--- src/rtl/rggen_apb_register_access.sv ---
// APB4 completer bridging one APB transfer to one register-side access.
// Three-state controller: IDLE -> ACCESS -> RESPOND, with optional access timeout.
module rggen_apb_register_access #(
  parameter int ADDRESS_WIDTH = 16,
  parameter int DATA_WIDTH    = 32,
  parameter int TIMEOUT       = 0
) (
  input  logic                     i_clk,
  input  logic                     i_rst_n,
  input  logic                     i_psel,
  input  logic                     i_penable,
  input  logic [ADDRESS_WIDTH-1:0] i_paddr,
  input  logic                     i_pwrite,
  input  logic [DATA_WIDTH-1:0]    i_pwdata,
  input  logic [DATA_WIDTH/8-1:0]  i_pstrb,
  output logic                     o_pready,
  output logic [DATA_WIDTH-1:0]    o_prdata,
  output logic                     o_pslverr,
  output logic                     o_reg_valid,
  output logic                     o_reg_write,
  output logic [ADDRESS_WIDTH-1:0] o_reg_address,
  output logic [DATA_WIDTH-1:0]    o_reg_write_data,
  output logic [DATA_WIDTH-1:0]    o_reg_write_mask,
  input  logic                     i_reg_ready,
  input  logic [DATA_WIDTH-1:0]    i_reg_read_data,
  input  logic                     i_reg_error
);

  localparam int STRB_W = DATA_WIDTH / 8;
  localparam int CNT_W  = (TIMEOUT > 1) ? $clog2(TIMEOUT) : 1;
  localparam logic [CNT_W-1:0] CNT_LAST = CNT_W'((TIMEOUT > 0) ? TIMEOUT - 1 : 0);

  typedef enum logic [1:0] {
    IDLE    = 2'd0,
    ACCESS  = 2'd1,
    RESPOND = 2'd2
  } state_e;

  state_e                   state_q, state_d;
  logic [ADDRESS_WIDTH-1:0] addr_q, addr_d;
  logic                     write_q, write_d;
  logic [DATA_WIDTH-1:0]    wdata_q, wdata_d;
  logic [DATA_WIDTH-1:0]    mask_q, mask_d;
  logic [DATA_WIDTH-1:0]    rdata_q, rdata_d;
  logic                     error_q, error_d;
  logic [CNT_W-1:0]         cnt_q, cnt_d;
  logic [DATA_WIDTH-1:0]    strb_mask;
  logic                     timeout_hit;

  // Expand byte strobes into a per-bit write enable.
  for (genvar b = 0; b < STRB_W; b++) begin : g_strb
    assign strb_mask[b*8 +: 8] = {8{i_pstrb[b]}};
  end

  assign timeout_hit = (TIMEOUT > 0) && (cnt_q == CNT_LAST);

  always_comb begin
    state_d = state_q;
    addr_d  = addr_q;
    write_d = write_q;
    wdata_d = wdata_q;
    mask_d  = mask_q;
    rdata_d = rdata_q;
    error_d = error_q;
    cnt_d   = cnt_q;
    case (state_q)
      IDLE: begin
        if (i_psel && !i_penable) begin
          addr_d  = i_paddr;
          write_d = i_pwrite;
          wdata_d = i_pwrite ? i_pwdata : '0;
          mask_d  = i_pwrite ? strb_mask : '1;
          cnt_d   = '0;
          state_d = ACCESS;
        end
      end
      ACCESS: begin
        // Ready takes priority over a timeout landing in the same cycle.
        if (i_reg_ready) begin
          rdata_d = write_q ? '0 : i_reg_read_data;
          error_d = i_reg_error;
          state_d = RESPOND;
        end else if (timeout_hit) begin
          rdata_d = '0;
          error_d = 1'b1;
          state_d = RESPOND;
        end else if (TIMEOUT > 0) begin
          cnt_d = cnt_q + CNT_W'(1);
        end
      end
      RESPOND: state_d = IDLE;
      default: state_d = IDLE;
    endcase
  end

  always_ff @(posedge i_clk or negedge i_rst_n) begin
    if (!i_rst_n) begin
      state_q <= IDLE;
      addr_q  <= '0;
      write_q <= 1'b0;
      wdata_q <= '0;
      mask_q  <= '0;
      rdata_q <= '0;
      error_q <= 1'b0;
      cnt_q   <= '0;
    end else begin
      state_q <= state_d;
      addr_q  <= addr_d;
      write_q <= write_d;
      wdata_q <= wdata_d;
      mask_q  <= mask_d;
      rdata_q <= rdata_d;
      error_q <= error_d;
      cnt_q   <= cnt_d;
    end
  end

  assign o_reg_valid      = (state_q == ACCESS);
  assign o_reg_write      = write_q;
  assign o_reg_address    = addr_q;
  assign o_reg_write_data = wdata_q;
  assign o_reg_write_mask = mask_q;
  assign o_pready         = (state_q == RESPOND);
  assign o_prdata         = (state_q == RESPOND) ? rdata_q : '0;
  assign o_pslverr        = (state_q == RESPOND) && error_q;

endmodule

--- config.mk ---
export PLATFORM = sky130hd
export DESIGN_NAME = rggen_apb_register_access
export DESIGN_NICKNAME = d
export VERILOG_FILES = /design/src/rtl/rggen_apb_register_access.sv
export SDC_FILE = /design/constraint.sdc
export NUM_CORES = 1
export LEC_CHECK = 0
export BUFFER_PORTS_ARGS = -buffer_cell sky130_fd_sc_hd__buf_2
export CAP_MARGIN = 10
export CORE_MARGIN = 5
export CORE_UTILIZATION = 40
export DETAILED_ROUTE_END_ITERATION = 7
export GPL_ROUTABILITY_DRIVEN = 0
export PLACE_DENSITY_LB_ADDON = 0.05
export SYNTH_ARGS = -nofsm -noshare
export SYNTH_HDL_FRONTEND = slang
export SYNTH_SLANG_ARGS = --single-unit
--- constraint.sdc ---
create_clock -name i_clk -period 2 [get_ports i_clk]
set_clock_uncertainty 0.2 [all_clocks]
set_input_delay 0.2 -clock i_clk [delete_from_list [all_inputs] [get_ports i_clk]]
set_output_delay 0.2 -clock i_clk [all_outputs]
set_load 0.02 [all_outputs]
======== Word-level counts from Yosys, hierarchy flattened ========
Index checks and enable logic that the tools add are counted.
word-level totals
  bits in registers ....................... 116
  input bits .............................. 91
  output and inout port bits .............. 116
  logic and storage cells ................. 25
cells by class
  equality and inequality tests ........... 4
  multiplexer cells ....................... 7
  reduce and logical (&&, ||, !) cells .... 7
operator list
  operator                                                                 count
  32-bit 2-to-1 mux                                                        4
  2-bit AND reduction                                                      3
  2-bit 2-to-1 mux                                                         2
  2-bit case mux with 2 select lines                                       1
  2-bit by 1-bit equality test with 1-bit output, second input constant    1
  2-bit equality test, second input constant                               1
  1-bit logical AND                                                        2
  2-bit zero test                                                          1
  2-bit by 1-bit inequality test with 1-bit output, second input constant  1
  2-bit inequality test, second input constant                             1
  1-bit zero test                                                          1

======== Longest topological paths before layout ========
Gate-level depths: netlist of the first run.
  depth in word-level cells ............... 4
  depth in mapped cells ................... 4
  mapped depth without buffers ............ 2

======== Least setup slack after synthesis of the first run ========
No wires, ideal clock.
  path kind ............................... reg-to-reg
  start point ............................. reg state_q[0]
  end point ............................... reg addr_q[1] (netlist: o_reg_address[1])
  setup time .............................. 0.125 ns
  arrival ................................. 1.299 ns
  data required time ...................... 1.675 ns
  setup slack ............................. 0.376 ns
  cell stages (with the launch flop) ...... 5
  path buffers ............................ 2
  period minus slack after synthesis ...... 1.624 ns
  cells stage by stage .................... dfrtp_1 -> nor4b_2 -> buf_4 -> buf_12 -> mux2_4
between the ends
  word-level cells in the longest chain between the ends .. 2
RTL lines
  what                                  RTL line  text
  start: declaration                    39        state_e state_q, state_d;
  start signal: assignment              107       state_q <= state_d;
  2-bit zero test                       66        case (state_q)
  2-bit AND reduction (no source line)  --
  end signal: assignment                108       addr_q <= addr_d;
  end: declaration                      40        logic [ADDRESS_WIDTH-1:0] addr_q, addr_d;
No other way between the ends.
A chain may end at the register's enable or synchronous reset.

======== Final worst setup path of the first run ========
  start point ............................. reg state_q[1]
  end point ............................... out o_prdata[29]
between the ends
  word-level cells in the longest chain between the ends .. 2
RTL lines
  what                 RTL line  text
  2-bit equality test  124       assign o_prdata = (state_q == RESPOND) ? rdata_q : '0;
  32-bit 2-to-1 mux    124
  end: declaration     17        output logic [DATA_WIDTH-1:0] o_prdata,
No other way between the ends.

==> results.json, run 1 <==
{
  "yosys_warnings": 0,
  "synth_top_area_cell": "dfrtp_1",
  "grt_remaining_overflow": 0,
  "first_pass_iters": 4,
  "grt_antenna_before_repair": 1,
  "hp-start": "i_reg_read_data[29]",
  "relSlewSlack_pct": 68.06,
  "synthesis.nets": 452,
  "r2r_start": "state_q[0]$_DFFE_PN0P_",
  "core_area_mm2": 0.01079,
  "track_usage_pct": 16.13,
  "r2r_cells": 3,
  "p_int_mw": 4.019,
  "dieHeight_um": 114.6,
  "yosys-top-cells-area": "dfrtp_1 (50%), mux2_4 (14%), mux2i_1 (7.3%)",
  "rr_endpoint": "o_reg_address[15]$_DFFE_PN0P_",
  "ant_nets": 0,
  "fin_setup_tns_ns": 0,
  "portBuffers": 206,
  "fillers": 937,
  "route.detailed.drc": 0,
  "cp.required_ns": 1.60,
  "synth_area_mm2": 0.004377,
  "clkPwrFrac_pct": 19.2,
  "final_common_cell": "buf_2",
  "critPathSlowestCell": "dfrtp_1",
  "worst_pin_slew_ns": 0.4791,
  "power_leakage_nw": 3.261,
  "cap_violations": 0,
  "max_stage_delay_ns": 0.43,
  "crit_path_max_fanout": 34,
  "hold_class": "input port to flop",
  "place_hpwl_um": 7103,
  "syn_inst": 361,
  "vias": 3320,
  "grt_pass1_vias": 3382,
  "vdd_drop_max_v": 0.0005076,
  "clk_pin_slew_ns": 0.08,
  "fp.dieArea_mm2": 0.01313,
  "maxSlewViolCount": 0,
  "max_freq_mhz": 525.5,
  "htree_levels": 3,
  "nNetsFinal": 706,
  "grt_pass1_wl_um": 16810,
  "min_to": "rdata_q[29]$_DFFE_PN0P_",
  "cts_sinks": 88,
  "powerDensity_mw_per_mm2": 977.2,
  "synth-seq-area-share_pct": 50.31,
  "ys_ff_latch": 88,
  "min_period_over_period_pct": 95.15,
  "start_util_pct": 40.55,
  "cts_resized": 0,
  "wl_um": 10920,
  "worstSetupPathType": "flop to output port",
  "cts_buffer_depth": 2,
  "mostFrequentLayoutCells": "buf_2 (205), dfrtp_1 (88), dlygate4sd3_1 (77), mux2_4 (40)",
  "p_switching_mw": 2.120,
  "rsz0062_at_grt": "false",
  "post-route-min-period_ns": 1.903,
  "seqPwrFrac_pct": 42.9,
  "synth_top_area_share_pct": 50.31,
  "areaGrowthSynthToFinish_pct": 43.54,
  "die_x_um": 114.6,
  "grt_max_degree": 89,
  "cts_made_buffers": 9,
  "ys_types": 18,
  "comb_power_share_pct": 37.8,
  "hold_viol": 0,
  "worstSetupStartpointType": "flop",
  "cts_tree": "done",
  "drtIter0Drc": 133,
  "cts_root_buf": "clkbuf_8",
  "total_power_mw": 6.139,
  "worst-path-buf-inv": 2,
  "min_path_cells": 3,
  "crit_family": "flip-flops",
  "ff2ff_setup_slack_ns": 0.15,
  "wl_per_cell_um": 14.36,
  "clk_latency_ns": 0.35,
  "arrival_ns": 1.50,
  "status": "finished, final reports clean",
  "num_antenna_cells": 0,
  "finalSetupViolations": 0,
  "sw_frac_of_total_pct": 34.53,
  "io_pins": 207,
  "rows": 38,
  "drive_above_1_share_pct": 45.81,
  "endpoint_kind": "output port",
  "via_per_inst": 4.368,
  "syn_avg_cell_area_um2": 12.12,
  "path_cells": "nor2b_2 -> buf_12 -> and2_1 -> buf_2"
}
## synthesized netlist by cell type
library cell and instances:
dfrtp_1 88, mux2_4 40, nor2b_1 34, and2_1 33
inv_1 33, mux2i_1 32, nand2_1 32, buf_4 29
mux2_2 14, buf_6 7, clkbuf_1 6, nand2b_1 4
buf_1 2, buf_12 2, buf_2 2, a21o_1 1
and3b_1 1, nor4b_2 1
## power groups by stage
stage	Clock, mW	Sequential, mW	Combinational, mW
2_1_floorplan	0	2.95	1.36
3_3_place_gp	0	2.65	2.21
3_5_place_dp	0	2.66	2.23
4_1_cts	1.24	2.64	2.35
5_1_grt	1.31	2.71	2.50
6_report	1.18	2.64	2.32
## flip-flops by register name, summed over array words and instances, names as in the netlist
signal and count:
state_q 2, error_q 1, o_reg_write 1, o_reg_write_data 32
o_reg_address 16, o_reg_write_mask 4, rdata_q 32
## timing repair
item / CTS / global route
buffers inserted: 0 / 0
endpoints found under the hold margin: 164 / 0
hold buffers: 77 / 0
## cells by family after synthesis
logic type	count (synthesis)	share of synthesized area [%]
and+or+nand+nor	105	13.44
DFF	88	50.31
muxes	86	24.64
buffers and inverters	81	11.44
AOI/OAI and AO/OA	1	0.1716
## layout make-up
type                       instances  area, um^2  share of cell area, %
clock buffer                      12       135.1                  2.151
clock inverter                     4       45.04                 0.7170
inverter                          33       123.9                  1.972
multi-input combinational        192        1687                  26.85
sequential                        88        2202                  35.05
tap                              140       175.2                  2.788
timing repair buffer             291        1914                  30.47
## per-layer routing
layer  global-route usage (%)  up-vias  part of all wire [%]
li1                         -     1613                     -
met1                    20.59     1570                    42
met2                    26.62      125                    48
met3                    4.915       10                   8.8
met4                    4.276        2                  0.93
met5                        0        -                  0.18
## worst max path at each step
stage                                 endpoint  cells after the start                    from  slack, ns
5_1_grt                           o_prdata[29]                      4  state_q[1]$_DFFE_PN0P_       0.01
2_1_floorplan     o_reg_address[1]$_DFFE_PN0P_                      4  state_q[0]$_DFFE_PN0P_       0.38
4_1_cts                           o_prdata[24]                      4  state_q[1]$_DFFE_PN0P_       0.05
3_3_place_gp     o_reg_address[15]$_DFFE_PN0P_                      3  state_q[0]$_DFFE_PN0P_       0.19
6_report                          o_prdata[29]                      4  state_q[1]$_DFFE_PN0P_        0.1
3_5_place_dp   o_reg_write_mask[7]$_DFFE_PN0P_                      3  state_q[0]$_DFFE_PN0P_       0.15
## metrics by stage
stage	area [um^2]	utilization, %	hold WS [ns]	setup WS (ns)	std cells
floorplan	4377	-	-0.2956	0.3755	361
global placement	5331	49.40	0.08685	0.1947	667
detailed placement	5331	49.40	0.08540	0.1539	667
CTS	6282	58.21	0.0004532	0.05261	760
global route	6282	58.21	0.01206	0.009892	760
finish	6282	58.21	0.01401	0.09700	760
## worst min-delay path: cells and delay by family
| kind | cells | cell delay, ns |
|---|---|---|
| buffers and inverters | 1 | 0.07 |
| and+or+nand+nor | 1 | 0.11 |
| muxes | 1 | 0.14 |
(Power assumes the default switching activity.)
==> inputs of run 2 (changes only) <==
- PLACE_DENSITY: unset -> 0.7
- PLACE_DENSITY_LB_ADDON: 0.05 -> unset
==> run 2 against run 1 <==
Non-clock buffer count decreased by 4. Sequential power about the same. Setup slack improved by 0.017 ns. Hold slack improved by 0.0047 ns. Largest power group unchanged. Clock-buffer cell count increased by 1.
==> results.json, run 2 (synthesized netlist as in run 1, its figures left out) <==
{
  "htree_levels": 3,
  "worst_pin_slew_ns": 0.4782,
  "rows": 38,
  "vdd_drop_max_v": 0.0004484,
  "min_path_cells": 3,
  "fin_area_mm2": 0.006259,
  "cp.required_ns": 1.60,
  "power_leakage_nw": 3.251,
  "dp_cells": 668,
  "total_power_mw": 6.228,
  "cts_buffer_depth": 2,
  "die_x_um": 114.6,
  "rr_endpoint": "o_reg_address[15]$_DFFE_PN0P_",
  "drtIter0Drc": 123,
  "grt_max_degree": 89,
  "route.detailed.drc": 0,
  "finalSetupViolations": 0,
  "cts_made_buffers": 9,
  "mostFrequentLayoutCells": "buf_2 (205), dfrtp_1 (88), dlygate4sd3_1 (72), mux2_4 (40)",
  "grt_pass1_wl_um": 17370,
  "cts_root_buf": "clkbuf_8",
  "num_antenna_cells": 0,
  "cts_setup_buffers": 0,
  "track_usage_pct": 16.54,
  "portBuffers": 206,
  "min_period_over_period_pct": 94.29,
  "dieHeight_um": 114.6,
  "post-route-min-period_ns": 1.886,
  "grt_pass1_vias": 3583,
  "final_util_pct": 57.99,
  "wl_um": 11150,
  "cap_violations": 0,
  "worstSetupStartpointType": "flop",
  "fp.dieArea_mm2": 0.01313,
  "ant_nets": 0,
  "clk_pin_slew_ns": 0.08,
  "final_common_cell": "buf_2",
  "endpoint_kind": "output port",
  "status": "finished, final reports clean",
  "maxSlewViolCount": 0,
  "wl_per_cell_um": 14.75,
  "areaGrowthSynthToFinish_pct": 43.00,
  "relSlewSlack_pct": 68.12,
  "r2r_cells": 3,
  "grt_antenna_before_repair": 0,
  "core_area_mm2": 0.01079,
  "grt_remaining_overflow": 0,
  "hold_viol": 0,
  "arrival_ns": 1.49,
  "crit_path_max_fanout": 34,
  "dpl_cell_area_mm2": 0.005326,
  "worstSetupPathType": "flop to output port",
  "nNetsFinal": 702,
  "hp-start": "i_reg_read_data[24]",
  "vias": 3341,
  "ff2ff_setup_slack_ns": 0.14,
  "place_hpwl_um": 7352,
  "cts_tree": "done",
  "via_per_inst": 4.419,
  "powerDensity_mw_per_mm2": 995.1,
  "min_to": "rdata_q[24]$_DFFE_PN0P_",
  "max_freq_mhz": 530.3,
  "drive_above_1_share_pct": 46.43,
  "post_layout_nonfiller_instances": 756,
  "io_pins": 207,
  "r2r_start": "state_q[0]$_DFFE_PN0P_",
  "cts_sinks": 88,
  "first_pass_iters": 4,
  "hold_class": "input port to flop",
  "clk_latency_ns": 0.34,
  "start_util_pct": 40.55
}
## run 2: worst max-delay path by stage
stage	startpoint	to	slack (ns)	depth (start not counted)
CTS	state_q[1]$_DFFE_PN0P_	o_prdata[24]	0.05	4
detailed placement	state_q[0]$_DFFE_PN0P_	o_reg_address[0]$_DFFE_PN0P_	0.13	3
global route	state_q[1]$_DFFE_PN0P_	o_prdata[4]	-0.004	4
finish	state_q[1]$_DFFE_PN0P_	o_prdata[19]	0.11	4
global placement	state_q[0]$_DFFE_PN0P_	o_reg_address[0]$_DFFE_PN0P_	0.17	3
floorplan	state_q[0]$_DFFE_PN0P_	o_reg_address[1]$_DFFE_PN0P_	0.38	4
## run 2: where the power goes
| group | internal (mW) | leakage (nW) | switching [mW] | total (mW) |
|---|---|---|---|---|
| Clock | 0.644 | 0.103 | 0.603 | 1.25 |
| Combinational | 1.12 | 2.05 | 1.22 | 2.34 |
| Sequential | 2.33 | 1.10 | 0.319 | 2.64 |
## run 2: worst max-delay path, cell delays in order, from the launching register on
cell	delay [ns]
dfrtp_1	0.42
nor2b_2	0.21
buf_12	0.19
and2_1	0.16
buf_2	0.17
## run 2: repair_timing
action	4_1_cts	5_1_grt
endpoints found under the setup margin	4	14
endpoints found under the hold margin	157	0
gates resized for setup	1	2
cloned	0	0
hold buffers	72	0
## run 2: per-layer routing
layer,global-route usage [%],part of all wire [%],vias to the layer above
li1,-,-,1603
met1,19.48,40,1610
met2,29.53,52,113
met3,3.753,6.5,15
met4,5.622,1.6,0
met5,0,0,-
## run 2: area by class of cell
class | count | area (um^2)
clock buffer | 13 | 158.9
clock inverter | 3 | 40.04
fill | 889 | 4534
inverter | 33 | 123.9
multi-input combinational | 192 | 1687
sequential | 88 | 2202
tap | 140 | 175.2
timing repair buffer | 287 | 1872
## run 2: metrics by stage
step	hold slack (ns)	setup TNS [ns]	setup WS [ns]
floorplan	-0.2956	0	0.3755
global placement	0.07372	0	0.1743
detailed placement	0.08970	0	0.1277
CTS	0.0005617	0	0.04954
global route	0.002337	-0.005702	-0.003823
finish	0.01869	0	0.1143
